--- src/rtl/fdiv_seq.sv ---
// Control stage in front of the combinational single-precision divider: handshakes a request,
// holds operands for a multicycle window, then resolves IEEE special cases and exponent range.
module fdiv_seq #(
    parameter int unsigned WAIT_CYCLES = 2
) (
    input  logic        clk,
    input  logic        rst,
    input  logic        req_valid,
    output logic        req_ready,
    input  logic [31:0] s,
    input  logic [31:0] t,
    output logic [31:0] div_s,
    output logic [31:0] div_t,
    input  logic [31:0] div_d,
    output logic        resp_valid,
    input  logic        resp_ready,
    output logic [31:0] d,
    output logic        divzero,
    output logic        invalid,
    output logic        overflow,
    output logic        underflow
);

    typedef enum logic [1:0] {
        ST_IDLE = 2'd0,
        ST_WAIT = 2'd1,
        ST_DONE = 2'd2
    } state_t;

    localparam logic [3:0] CNT_INIT = 4'(WAIT_CYCLES - 1);

    function automatic logic is_zero(input logic [31:0] x);
        return (x[30:23] == 8'd0);
    endfunction

    function automatic logic is_inf(input logic [31:0] x);
        return (x[30:23] == 8'hFF) && (x[22:0] == 23'd0);
    endfunction

    function automatic logic is_nan(input logic [31:0] x);
        return (x[30:23] == 8'hFF) && (x[22:0] != 23'd0);
    endfunction

    state_t             state;
    logic [3:0]         cnt;
    logic               special_r;
    logic               sign_r;
    logic signed [9:0]  e_r;

    logic               sign_s;
    logic               s_zero_s;
    logic               t_zero_s;
    logic               s_inf_s;
    logic               t_inf_s;
    logic               any_nan_s;
    logic               special_s;
    logic [31:0]        spec_d_s;
    logic               spec_inv_s;
    logic               spec_dz_s;
    logic signed [9:0]  e_s;

    // Operand classification, special-case result and biased quotient exponent estimate
    always_comb begin
        sign_s     = s[31] ^ t[31];
        s_zero_s   = is_zero(s);
        t_zero_s   = is_zero(t);
        s_inf_s    = is_inf(s);
        t_inf_s    = is_inf(t);
        any_nan_s  = is_nan(s) || is_nan(t);
        special_s  = any_nan_s || s_zero_s || t_zero_s || s_inf_s || t_inf_s;
        spec_d_s   = 32'd0;
        spec_inv_s = 1'b0;
        spec_dz_s  = 1'b0;
        if (any_nan_s || (s_zero_s && t_zero_s) || (s_inf_s && t_inf_s)) begin
            spec_d_s   = 32'h7FC0_0000;
            spec_inv_s = 1'b1;
        end else if (t_zero_s) begin
            spec_d_s  = {sign_s, 8'hFF, 23'd0};
            spec_dz_s = 1'b1;
        end else if (s_inf_s) begin
            spec_d_s = {sign_s, 8'hFF, 23'd0};
        end else if (t_inf_s || s_zero_s) begin
            spec_d_s = {sign_s, 31'd0};
        end else begin
            spec_d_s = 32'd0;
        end
        // a smaller dividend fraction costs one exponent step after normalisation
        e_s = $signed({2'b00, s[30:23]}) - $signed({2'b00, t[30:23]}) + 10'sd127
              - ((s[22:0] < t[22:0]) ? 10'sd1 : 10'sd0);
    end

    // Handshake FSM with registered outputs; operands stay on div_s/div_t until the next accept
    always_ff @(posedge clk) begin
        if (rst) begin
            state      <= ST_IDLE;
            cnt        <= 4'd0;
            special_r  <= 1'b0;
            sign_r     <= 1'b0;
            e_r        <= 10'sd0;
            req_ready  <= 1'b1;
            resp_valid <= 1'b0;
            d          <= 32'd0;
            divzero    <= 1'b0;
            invalid    <= 1'b0;
            overflow   <= 1'b0;
            underflow  <= 1'b0;
            div_s      <= 32'd0;
            div_t      <= 32'd0;
        end else begin
            case (state)
                ST_IDLE: begin
                    if (req_valid && req_ready) begin
                        div_s     <= s;
                        div_t     <= t;
                        sign_r    <= sign_s;
                        e_r       <= e_s;
                        req_ready <= 1'b0;
                        state     <= ST_WAIT;
                        if (special_s) begin
                            special_r <= 1'b1;
                            cnt       <= 4'd0;
                            d         <= spec_d_s;
                            invalid   <= spec_inv_s;
                            divzero   <= spec_dz_s;
                            overflow  <= 1'b0;
                            underflow <= 1'b0;
                        end else begin
                            special_r <= 1'b0;
                            cnt       <= CNT_INIT;
                        end
                    end
                end
                ST_WAIT: begin
                    if (cnt != 4'd0) begin
                        cnt <= cnt - 4'd1;
                    end else begin
                        resp_valid <= 1'b1;
                        state      <= ST_DONE;
                        if (!special_r) begin
                            invalid <= 1'b0;
                            divzero <= 1'b0;
                            if (e_r >= 10'sd255) begin
                                d         <= {sign_r, 8'hFF, 23'd0};
                                overflow  <= 1'b1;
                                underflow <= 1'b0;
                            end else if (e_r <= 10'sd0) begin
                                d         <= {sign_r, 31'd0};
                                overflow  <= 1'b0;
                                underflow <= 1'b1;
                            end else begin
                                d         <= div_d;
                                overflow  <= 1'b0;
                                underflow <= 1'b0;
                            end
                        end
                    end
                end
                ST_DONE: begin
                    if (resp_ready) begin
                        resp_valid <= 1'b0;
                        req_ready  <= 1'b1;
                        state      <= ST_IDLE;
                    end
                end
                default: begin
                    state      <= ST_IDLE;
                    req_ready  <= 1'b1;
                    resp_valid <= 1'b0;
                end
            endcase
        end
    end

endmodule

--- config.mk ---
export PLATFORM = sky130hd
export DESIGN_NAME = fdiv_seq
export DESIGN_NICKNAME = d
export VERILOG_FILES = /design/src/rtl/fdiv_seq.sv
export SDC_FILE = /design/constraint.sdc
export NUM_CORES = 1
export LEC_CHECK = 0
export ABC_AREA = 1
export BUFFER_PORTS_ARGS = -buffer_cell sky130_fd_sc_hd__buf_2
export CORE_MARGIN = 4
export CORE_UTILIZATION = 55
export CTS_CLUSTER_SIZE = 25
export DETAILED_ROUTE_END_ITERATION = 12
export PLACE_DENSITY_LB_ADDON = 0.08
export RECOVER_POWER = 25
export SLEW_MARGIN = 20
export SYNTH_ARGS = -nofsm -noshare
export SYNTH_HDL_FRONTEND = slang
export SYNTH_SLANG_ARGS = --single-unit
export TNS_END_PERCENT = 30
--- constraint.sdc ---
create_clock -name clk -period 5.8 [get_ports clk]
set_clock_uncertainty 0.2 [all_clocks]
set_input_delay 0.58 -clock clk [delete_from_list [all_inputs] [get_ports clk]]
set_output_delay 0.58 -clock clk [all_outputs]
set_load 0.1 [all_outputs]
* Yosys cells after proc, flatten, opt, wreduce, memory -nomap -nowiden
Index checks and enable logic that the tools add are counted.
** Word-level totals
- Register bits after elaboration :: 120
- Input port bits :: 100
- Output and inout port bits :: 102
- Logic and storage cells :: 113
** Operators by class
- $add $sub $neg :: 4
- Order comparisons :: 3
- Equality and inequality tests :: 10
- Muxes and demuxes :: 49
- Bitwise operators :: 3
- Reduce and logical (&&, ||, !) cells :: 30
** Operator list (count)
- 32-bit two-way mux :: 10
- 32-bit case mux with 2 select lines :: 1
- 23-bit logical NOT :: 2
- 23-bit nonzero test :: 2
- 1-bit two-way mux :: 25
- 23-bit < comparator :: 1
- 8-bit equality test, second input constant :: 2
- 8-bit logical NOT :: 2
- 2-bit inequality test, second input constant :: 6
- 3-bit AND reduction :: 4
- 9-bit by 8-bit adder with 10-bit output, second input constant :: 1
- 10-bit by 9-bit >= comparator with 1-bit output, second input constant :: 1
- 10-bit by 1-bit <= comparator with 1-bit output, second input constant :: 1
- 10-bit by 2-bit subtractor with 10-bit output :: 1
- 8-bit by 8-bit subtractor with 9-bit output :: 1
- 1-bit logical OR :: 8
- 4-bit two-way mux :: 2
- 1-bit case mux with 2 select lines :: 4
- 4-bit case mux with 2 select lines :: 1
- 1-bit logical AND :: 7
- 2-bit two-way mux :: 3
- 1-bit case mux with 3 select lines :: 2
- 2-bit case mux with 3 select lines :: 1
- 5-bit AND reduction :: 1
- 9 further kinds :: 10

* Logic depth before layout (Yosys ltp)
Gate-level depths: netlist of run 1.
- Depth after elaboration :: 10
- Mapped depth :: 22
- Gate-level depth less buffers :: 22

* Least setup slack after synthesis of run 1
OpenSTA, ideal clock, no wires.
- Kind :: input to register
- Start point :: input port t[16]
- End point :: register e_r[7]
- Setup time :: 74 ps
- Arrival time :: 2944 ps
- Path slack :: 2582 ps
- Cell stages on the path :: 17
- Path buffers :: 0
- Path through :: inv_1 > ha_1 > a21oi_1 > nor2_1 > a211oi_1 > o221a_2 > o21ai_0 > ha_1 > ha_1 > fa_1 > a31oi_1 > nor2_1 > o21ai_0 > nand2_1 > nand2_1 > nand2_1 > o21ai_0
** Between the ends
- Word-level cells in the longest chain between the ends :: 3
** RTL lines
- from (decl) :: RTL line 11 : input logic [31:0] t,
- 23-bit < comparator :: RTL line 89 : - ((s[22:0] < t[22:0]) ? 10'sd1 : 10'sd0);
- 1-bit two-way mux :: RTL line 89
- 10-bit by 2-bit subtractor with 10-bit output :: RTL line 89
- to (signal assigned) :: RTL line 116 : e_r <= e_s;
- to (decl) :: RTL line 48 : logic signed [9:0] e_r;
No other way between the ends.
A chain may end at the register's enable or synchronous reset.

* Worst setup path after layout of run 1
- Start point :: register state[1]
- End point :: register cnt[3]
** Between the ends
- Word-level cells in the longest chain between the ends :: 3
** RTL lines
- from (decl) :: RTL line 44 : state_t state;
- from (signal assigned) :: RTL line 95 : state <= ST_IDLE;
- from (signal assigned) :: RTL line 118 : state <= ST_WAIT;
- from (signal assigned) :: RTL line 138 : state <= ST_DONE;
- 2-bit by 1-bit equality test with 1-bit output / 2-bit logical NOT (equally long branches) :: RTL line 110 : case (state)
- 2-bit inequality test (no line) / 2-bit nonzero test (equally long branches)
- 3-bit AND reduction (no line)
- to (signal assigned) :: RTL line 135 : cnt <= cnt - 4'd1;
- to (decl) :: RTL line 45 : logic [3:0] cnt;
Parallel ways exist; a longest one is shown, timed or not.

==> impl_summary.md, run 1 <==
CTS
Counting along the longest clock path gives a buffer depth of 2. The number of instances resized during post-cts repair is 0. The number of hold buffers added after CTS is 0. The TritonCTS clock tree is built. The clock drives 120 sinks. Buffers added to address setup during post-CTS repair amount to 0.

Clock tree synthesis inserted a total of 17 buffers. CTS placed an instance of sky130_fd_sc_hd__clkbuf_16 at the clock tree root. The clock-pin slew on the worst setup and hold paths is 0.05 ns. Clock latency on the worst-skew pair, taken at its later pin, is 0.41 ns. CTS built an H-tree with a depth of 4.

STA
The relative slew slack is -0.588. The maximum achievable frequency is 0.269 GHz. The final number of hold-violating endpoints is 0. Setup slack closes at 2.08 ns. At the pin with the least slew margin, the transition time is 2.37 ns. The post-route setup TNS is 0 ns.

In the finished design, the share of the clock period the worst path needs comes to 0.641. Setup repair after global routing left no endpoint under its margin. The worst path in the final design needs a cycle of 3.72 ns, including I/O delays and setup. Setup violations remaining at the end of the flow were counted as 0. The number of max-slew violations in the final report came to 37.

Floorplan
The floorplan step set the die width to 114 µm. After floorplanning, the core was divided into 38 placement rows. The die outline area is 0.0130 mm². The boundary pin count is 202. In this run the standard cell core region covers 0.0109 mm². The floorplan step set the die height to 114 µm.

For this configuration, the core starts out at a cell density of 0.567.

Place
At the placement stage, the worst setup path has a slack of 2.14 ns. Detailed placement finished with a half-perimeter wire length of 11600 µm. Including well taps, the total number of placed cells is 1174. During placement, the flow inserted port buffers numbering 201. The final weighted congestion of routability-driven global placement is 0.894.

Logic synthesis
The post-synthesis instance total is 866. For this run, the leading register cell type out of synthesis is sky130_fd_sc_hd__dfxtp_1. The Yosys warning count is 0.

In this run, synthesis inferred 0 flip-flops with an integrated enable. sky130_fd_sc_hd__dfxtp_1 takes more of the synthesized area than any other cell. After synthesis, the share of flip-flops with an asynchronous set or reset is 0. The netlist uses 45 different library cells. The commonest cells after synthesis are sky130_fd_sc_hd__nand2_1 (223), sky130_fd_sc_hd__dfxtp_1 (120), sky130_fd_sc_hd__nor2_1 (115). In this run, synthesis produced a sequential element count of 120. The net count after synthesis is 1008. After synthesis the cells add up to 0.00620 mm².

The synthesized area per cell is 7.16 µm². The share of synthesized area in the top cell type comes to 0.388. The portion of the post-synthesis area used by sequential elements is 0.388.

Yosys attributes the largest share of cell area to sky130_fd_sc_hd__dfxtp_1 (39%), sky130_fd_sc_hd__nand2_1 (14%), sky130_fd_sc_hd__ha_1 (8.1%). The most repeated cell in the gate-level netlist after synthesis is sky130_fd_sc_hd__nand2_1.

Worst setup path
The slowest stage of the critical path belongs to the cell sky130_fd_sc_hd__nor2_1. In this design, the stage delay of the slowest critical-path cell is 1.76 ns. The setup check on the worst reg-to-reg path leaves a slack of 2.08 ns. Data arrives at the worst endpoint at 3.85 ns.

The critical path is of the reg -> reg type. The most common cell type on the critical path is sky130_fd_sc_hd__nor2_1. The largest driver fanout on the critical path is 40.

The critical path goes through nor2_1 -> clkinv_1 -> nor2_1 -> nor2_1 -> buf_4 -> inv_1 -> nor3_1. The worst setup path is captured at a flop. For the worst flop-to-flop path, the logic depth is 7. The worst register-to-register path begins at state[1]. The critical path data required time is 5.93 ns. The worst register-to-register path ends at cnt[3]. The category of the worst setup path launch point is a flop.

Power and ir drop
The part of the total power dissipated in combinational logic is 0.450. The analysis attributes to net switching a power of 1930 µW. In this run the power density over the cells is 514 mW/mm².

The worst supply voltage drop on vdd is 0.299 mV. The clock power share is 0.282. Of the total power, registers draw 0.268. Internal power comes to 2040 µW. The completed layout was analyzed and its total power is 3980 µW. The switching power share of the total is 0.486. In this run the static leakage power is 0.00403 µW.

Flow run
The reported max-cap violation count is 1.

Drt
The wire length per cell is 13.3 µm. The number of iterations in the first detailed-routing pass is 5. The via density per instance is 5.03. The total wire length is 16000 µm. The number of DRC markers in iteration 0 is 461.

The number of nets with antenna violations after detailed routing is 0. Detailed routing inserted a total of 6063 vias. The post-detailed-route DRC marker count is 0.

GRT
The maximum number of pins on one net before global-route repair is 48. The via count of the first global-routing pass came to 5688. The remaining global-route overflow is 0.

The initial antenna violation count is 0. The overall track demand over capacity in global routing is 0.249. The wire length of the first global-routing pass is 26600 µm.

Run status
The checks that failed: capacitance limit, slew limit. The flow ran to the end, but the final reports show violations.

Final layout
The count of cells in the finished layout, fillers not included, comes to 1206. Fill cells in the final layout number 1006. Relative to the synthesized area, the layout overhead comes to 24.7%. The layout cell share with drive strength beyond 1 is 0.198. The number of antenna diodes is 0. After the last flow step, the layout net total stands at 1195.

Worst hold path
The worst hold path begins at t[31]. Counting instances, the worst hold path has a depth of 2. The worst hold path belongs to the class in -> reg.

For hold timing, the worst endpoint is div_t[31].
==> state kept, by name (all words and copies together), names as in the netlist <==
register / flops
d: 32
e_r: 10
overflow: 1
div_s: 32
divzero: 1
special_r: 1
invalid: 1
state: 2
sign_r: 1
underflow: 1
resp_valid: 1
div_t: 32
cnt: 4
req_ready: 1
==> routing by layer <==
layer  vias up  wire [µm]  track usage
met2       181       7440        0.404
met1      2702       7260        0.332
met4         0        240       0.0752
met5         -          0            0
met3        21       1090       0.0576
li1       3159          -            -
==> logic make-up (layout without fill, tap and decap cells) <==
logic type,after synthesis,in the layout,share of synthesized area
AOI/OAI and AO/OA,142,142,0.139
xor gates and xnor gates,6,6,0.00848
adders and majority gates,42,42,0.0872
buffers and inverters,146,346,0.100
DFF,120,120,0.388
and+or+nand+nor,410,410,0.277
==> through the flow <==
stage	hold slack [ns]	area [µm²]	util
detailed placement	0.243	7200	0.658
global placement	0.234	7200	0.658
finish	0.205	7730	0.707
floorplan	0.244	6200	-
CTS	0.194	7830	0.716
global route	0.209	7730	0.707
==> critical path: cells and delay by family, from the launching register on <==
family | cells | cell delay (ns)
AND/OR/NAND/NOR | 4 | 2.21
buffers and inverters | 3 | 0.84
flip-flops | 1 | 0.38
==> placed cells by master (no fill, tap or decap), drive strengths merged <==
| master | instances |
|---|---|
| nand2 | 224 |
| buf | 164 |
| dfxtp | 120 |
| nor2 | 120 |
| inv | 112 |
| clkbuf | 57 |
| o21ai | 57 |
| a21oi | 46 |
| ha | 40 |
| nand3 | 38 |
| a22o | 25 |
| nand4 | 15 |
| nor3 | 6 |
| clkinv | 6 |
| bufinv | 4 |
| or2 | 4 |
| xor2 | 3 |
| xnor2 | 3 |
| a31oi | 3 |
| clkinvlp | 3 |
| a211oi | 2 |
| nand3b | 2 |
| fa | 2 |
| o211ai | 1 |
| o21a | 1 |
| o221ai | 1 |
| o221a | 1 |
| o21bai | 1 |
| o21ba | 1 |
| and3 | 1 |
| o31ai | 1 |
| o22ai | 1 |
| a21o | 1 |
==> how the worst max path moves through the flow <==
stage,startpoint,endpoint,slack (ns),depth (start not counted)
2_1_floorplan,t[16],e_r[7],2.58,17
3_3_place_gp,s[16],e_r[7],2.20,17
3_5_place_dp,t[16],e_r[7],2.14,18
4_1_cts,t[16],e_r[7],2.58,18
5_1_grt,state[1],cnt[3],1.71,7
6_report,state[1],cnt[3],2.08,7
==> power groups by stage <==
| stage | logic [µW] | clock network [µW] | registers [µW] |
|---|---|---|---|
| 2_1_floorplan | 654 | 0 | 1970 |
| 3_3_place_gp | 1800 | 0 | 1080 |
| 3_5_place_dp | 1810 | 0 | 1080 |
| 4_1_cts | 1820 | 1130 | 1060 |
| 5_1_grt | 1930 | 1170 | 1080 |
| 6_report | 1790 | 1120 | 1060 |
==> final cells by class <==
type	count	area [µm²]	share of cell area
multi-input combinational	600	3140	0.406
sequential	120	2400	0.311
timing repair buffer	203	972	0.126
clock buffer	18	429	0.0555
inverter	111	418	0.0540
clock inverter	14	198	0.0256
tap	140	175	0.0227
(Power assumes the default switching activity.)
==> run 2: changes to the inputs <==
Settings changed: CORE_UTILIZATION 55 to 51.
Clock period 5.8 ns to 3.61 ns, I/O delays scaled along.
==> run 2 against run 1 <==
Effect of this change:
- the flow now finishes without violations
- core utilization fell by 4.5 points
- design area rose by 2.4%
- worst hold slack worse by 0.18 ns
- die area up 7.3%
- sequential power up 61%
- critical path depth up 12
- sequential share of layout area shrank 0.73 points
- worst setup slack got worse by 1.9 ns
- final cell count increased by 2.4%
- largest cell class unchanged
- highest routed layer unchanged
==> impl_summary.md, run 2 (synthesis gave the netlist of run 1 again) <==
CTS
The TritonCTS clock tree is built. The CTS H-tree depth was 4 (unchanged). The maximum count of clock buffers along a single path is 2 (unchanged). The post-CTS setup buffer count came to 0 (unchanged).

The total clock sinks is 120 (unchanged). The clock latency on the worst-skew pair is 0.41 ns (about the same). The number of buffers added by the clock tree synthesis step was 17 (unchanged). The root cell of the clock tree is sky130_fd_sc_hd__clkbuf_16.

The clock-pin slew on the worst setup and hold paths was 0.05 ns (about the same).

STA
The worst setup slack after layout came to 0.178 ns (-1.90 ns). The final period demand of the worst path is 3.43 ns. The final number of hold-violating endpoints was 0 (unchanged).

The count of final setup violators was 0 (unchanged). The post-route fraction of the period consumed by the critical path is 0.951. The maximum achievable frequency is 0.291 GHz.

The number of max-slew violations in the final report is 0 (-100%). The relative slew slack was 0.192 (+0.780). The post-route setup TNS is 0 ns (unchanged).

The slew at the pin closest to its max-slew limit came to 1.22 ns (-1.16 ns).

Power and ir drop
The part of the power in registers is 0.274 (+0.006). The clock power share was 0.257 (-0.025). The static power due to leakage was 0.00406 µW (+0.70%).

The switching component of the power is 3070 µW (+59%). The switching power share of the total is 0.492 (+0.00558). The power density normalized to cell area was 788 mW/mm² (+53%).

The part of the total power dissipated in combinational logic is 0.469 (+0.019). The internal power contribution is 3170 µW (+55%). The worst supply voltage drop on vdd came to 0.451 mV (+51%).

Drt
The total via count in the routed design is 6055 (-0.13%). The post-detailed-route DRC marker count is 0 (unchanged). The via density per instance is 4.90 (-2.5%). The number of nets with antenna violations after detailed routing is 0 (unchanged).

The number of iterations in the first detailed-routing pass was 4 (-1). The number of DRC markers in iteration 0 is 374 (-19%). The wire length per cell is 13.2 µm (-0.48%). The total wire length was 16300 µm (+1.9%).

GRT
The maximum number of pins on one net before global-route repair is 48 (unchanged). The overall track demand over capacity in global routing is 0.234 (-0.0154). The via count of the first global-routing pass is 5795 (+1.9%). The remaining global-route overflow is 0 (unchanged).

The initial antenna violation count is 0 (unchanged). The wire length of the first global-routing pass was 27200 µm (+2.4%).

Final layout
The layout cell share with drive strength beyond 1 came to 0.191 (-0.00676). The post-synthesis to final-layout area growth is 27.8%. The largest registers in the layout are d: 32 flops, div_s: 32 flops, div_t: 32 flops. The most common library cell in the layout ignoring fill and taps is sky130_fd_sc_hd__nand2_1. The final net count was 1217 (+1.8%). The final standard cell area without fillers is 0.00792 mm² (+2.4%).

The number of antenna diodes is 0 (unchanged). Leaving out fill and tap cells, the most frequent cells in the layout are sky130_fd_sc_hd__nand2_1 (222), sky130_fd_sc_hd__buf_2 (150), sky130_fd_sc_hd__dfxtp_1 (120).

Floorplan
The placeable core area is 0.0120 mm² (+9.4%). The die extent in y was 118 µm (+3.6%). The width of the chip came to 118 µm (+3.6%). The boundary pin count is 202 (unchanged). The die outline area is 0.0140 mm² (+7.3%).

The number of rows created at floorplan came to 40 (+5.3%). The initial core utilization was 0.518 (-0.0486).

Place
The final weighted congestion of routability-driven global placement is 0.911 (+2.0%). The number of input and output port buffers inserted is 201 (unchanged). The post-DP HPWL is 11700 µm (+1.0%).

The area of placed instances is 0.00722 mm² (+0.33%). The post-placement setup slack is 0.173 ns (-1.97 ns).

Run status
The flow ran to the end, and the final reports show no timing, DRC or antenna violations.

Worst setup path
The sort of element at the end of the critical path is a flop. The largest driver fanout on the critical path is 3 (-93%). The family with the most delay on the worst path is adder cells. The standard cell with the maximum stage delay on the critical path is sky130_fd_sc_hd__dlygate4sd3_1. The kind of critical path is in -> reg.

Walking the worst path, the cells encountered are dlygate4sd3_1 -> buf_2 -> ha_1 -> a21oi_1 -> nand2_1 -> nand4_1 -> o211ai_1 -> a21oi_2 -> o21ai_1 -> ha_1 -> ha_2 -> fa_2 -> a31oi_4 -> nor2_1 -> o21ai_1 -> nand2_1 -> nand2_2 -> nand2_1 -> o21ai_1. The buffers plus inverters on the worst setup path is 2 (-1). The data arrival at the endpoint of the critical path is 3.58 ns (-0.27 ns). The critical path data required time is 3.76 ns (-2.17 ns).

The peak per-stage delay on the critical path is 0.54 ns (-1.22 ns). The category of the worst setup path launch point is an input pin.

Worst hold path
The worst min-delay path class is in -> reg.

Flow run
The reported max-cap violation count was 0 (-1).
[run 2: cell count changes in the layout (fill, tap and decap cells not counted), sizes merged]
| cell | change |
|---|---|
| dlygate4sd3 | +20 |
| clkbuf | +16 |
| buf | -10 |
| bufinv | -2 |
| clkinvlp | -2 |
| clkinv | +1 |
| inv | -1 |
[run 2: area by class of cell]
type	count	area, µm²
fillers	1125	4040
multi-input cells	600	3180
repair buffers	225	1170
inverters	111	419
well taps	147	184
flip-flops and latches	120	2400
clock buffers	22	454
clock inverters	10	103
[run 2: stage by stage]
step                      cells  hold slack (ns)   util  total power (µW)
after global placement     1183            0.237  0.604              4650
final                      1235           0.0238  0.662              6240
after global routing       1235          0.00888  0.662              6590
after floorplan             866            0.244      -              4220
after detailed placement   1183            0.242  0.604              4660
after CTS                  1235          0.00713  0.667              6300
[run 2: worst reg2reg max path: cells and delay by family (launching register included)]
| family | cells | cell delay, ns |
|---|---|---|
| AOI/OAI and AO/OA | 1 | 0.38 |
| buffers and inverters | 5 | 0.53 |
| and+or+nand+nor | 6 | 1.38 |
| DFF | 1 | 0.34 |
[run 2: worst paths after layout]
check,from,endpoint,slack [ns],cells past startpoint
max reg2reg,state[0],d[3],0.67,12
min reg2reg,div_t[19],div_t[19],0.25,2
min,s[12],div_s[12],0.02,2
max,s[2],e_r[7],0.18,19
[run 2: power by group through the flow]
stage | sequential (µW) | clock (µW) | combinational [µW]
global route | 1740 | 1700 | 3150
finish | 1710 | 1610 | 2920
CTS | 1710 | 1630 | 2960
global placement | 1730 | 0 | 2920
floorplan | 3170 | 0 | 1050
detailed placement | 1730 | 0 | 2930
[run 2: repair_timing]
action                                  in CTS  in global routing
resized for setup                            0                 10
hold buffers                                20                  0
endpoints found under the setup margin       0                  2
endpoints found under the hold margin       20                  0
[run 2: routing by layer]
layer  vias up  global-route usage  routed length, µm
met1      2655               0.286               7420
met5         -                   0                  0
li1       3202                   -                  -
met2       163               0.372               7240
met3        35              0.0866               1260
met4         0              0.0945                419
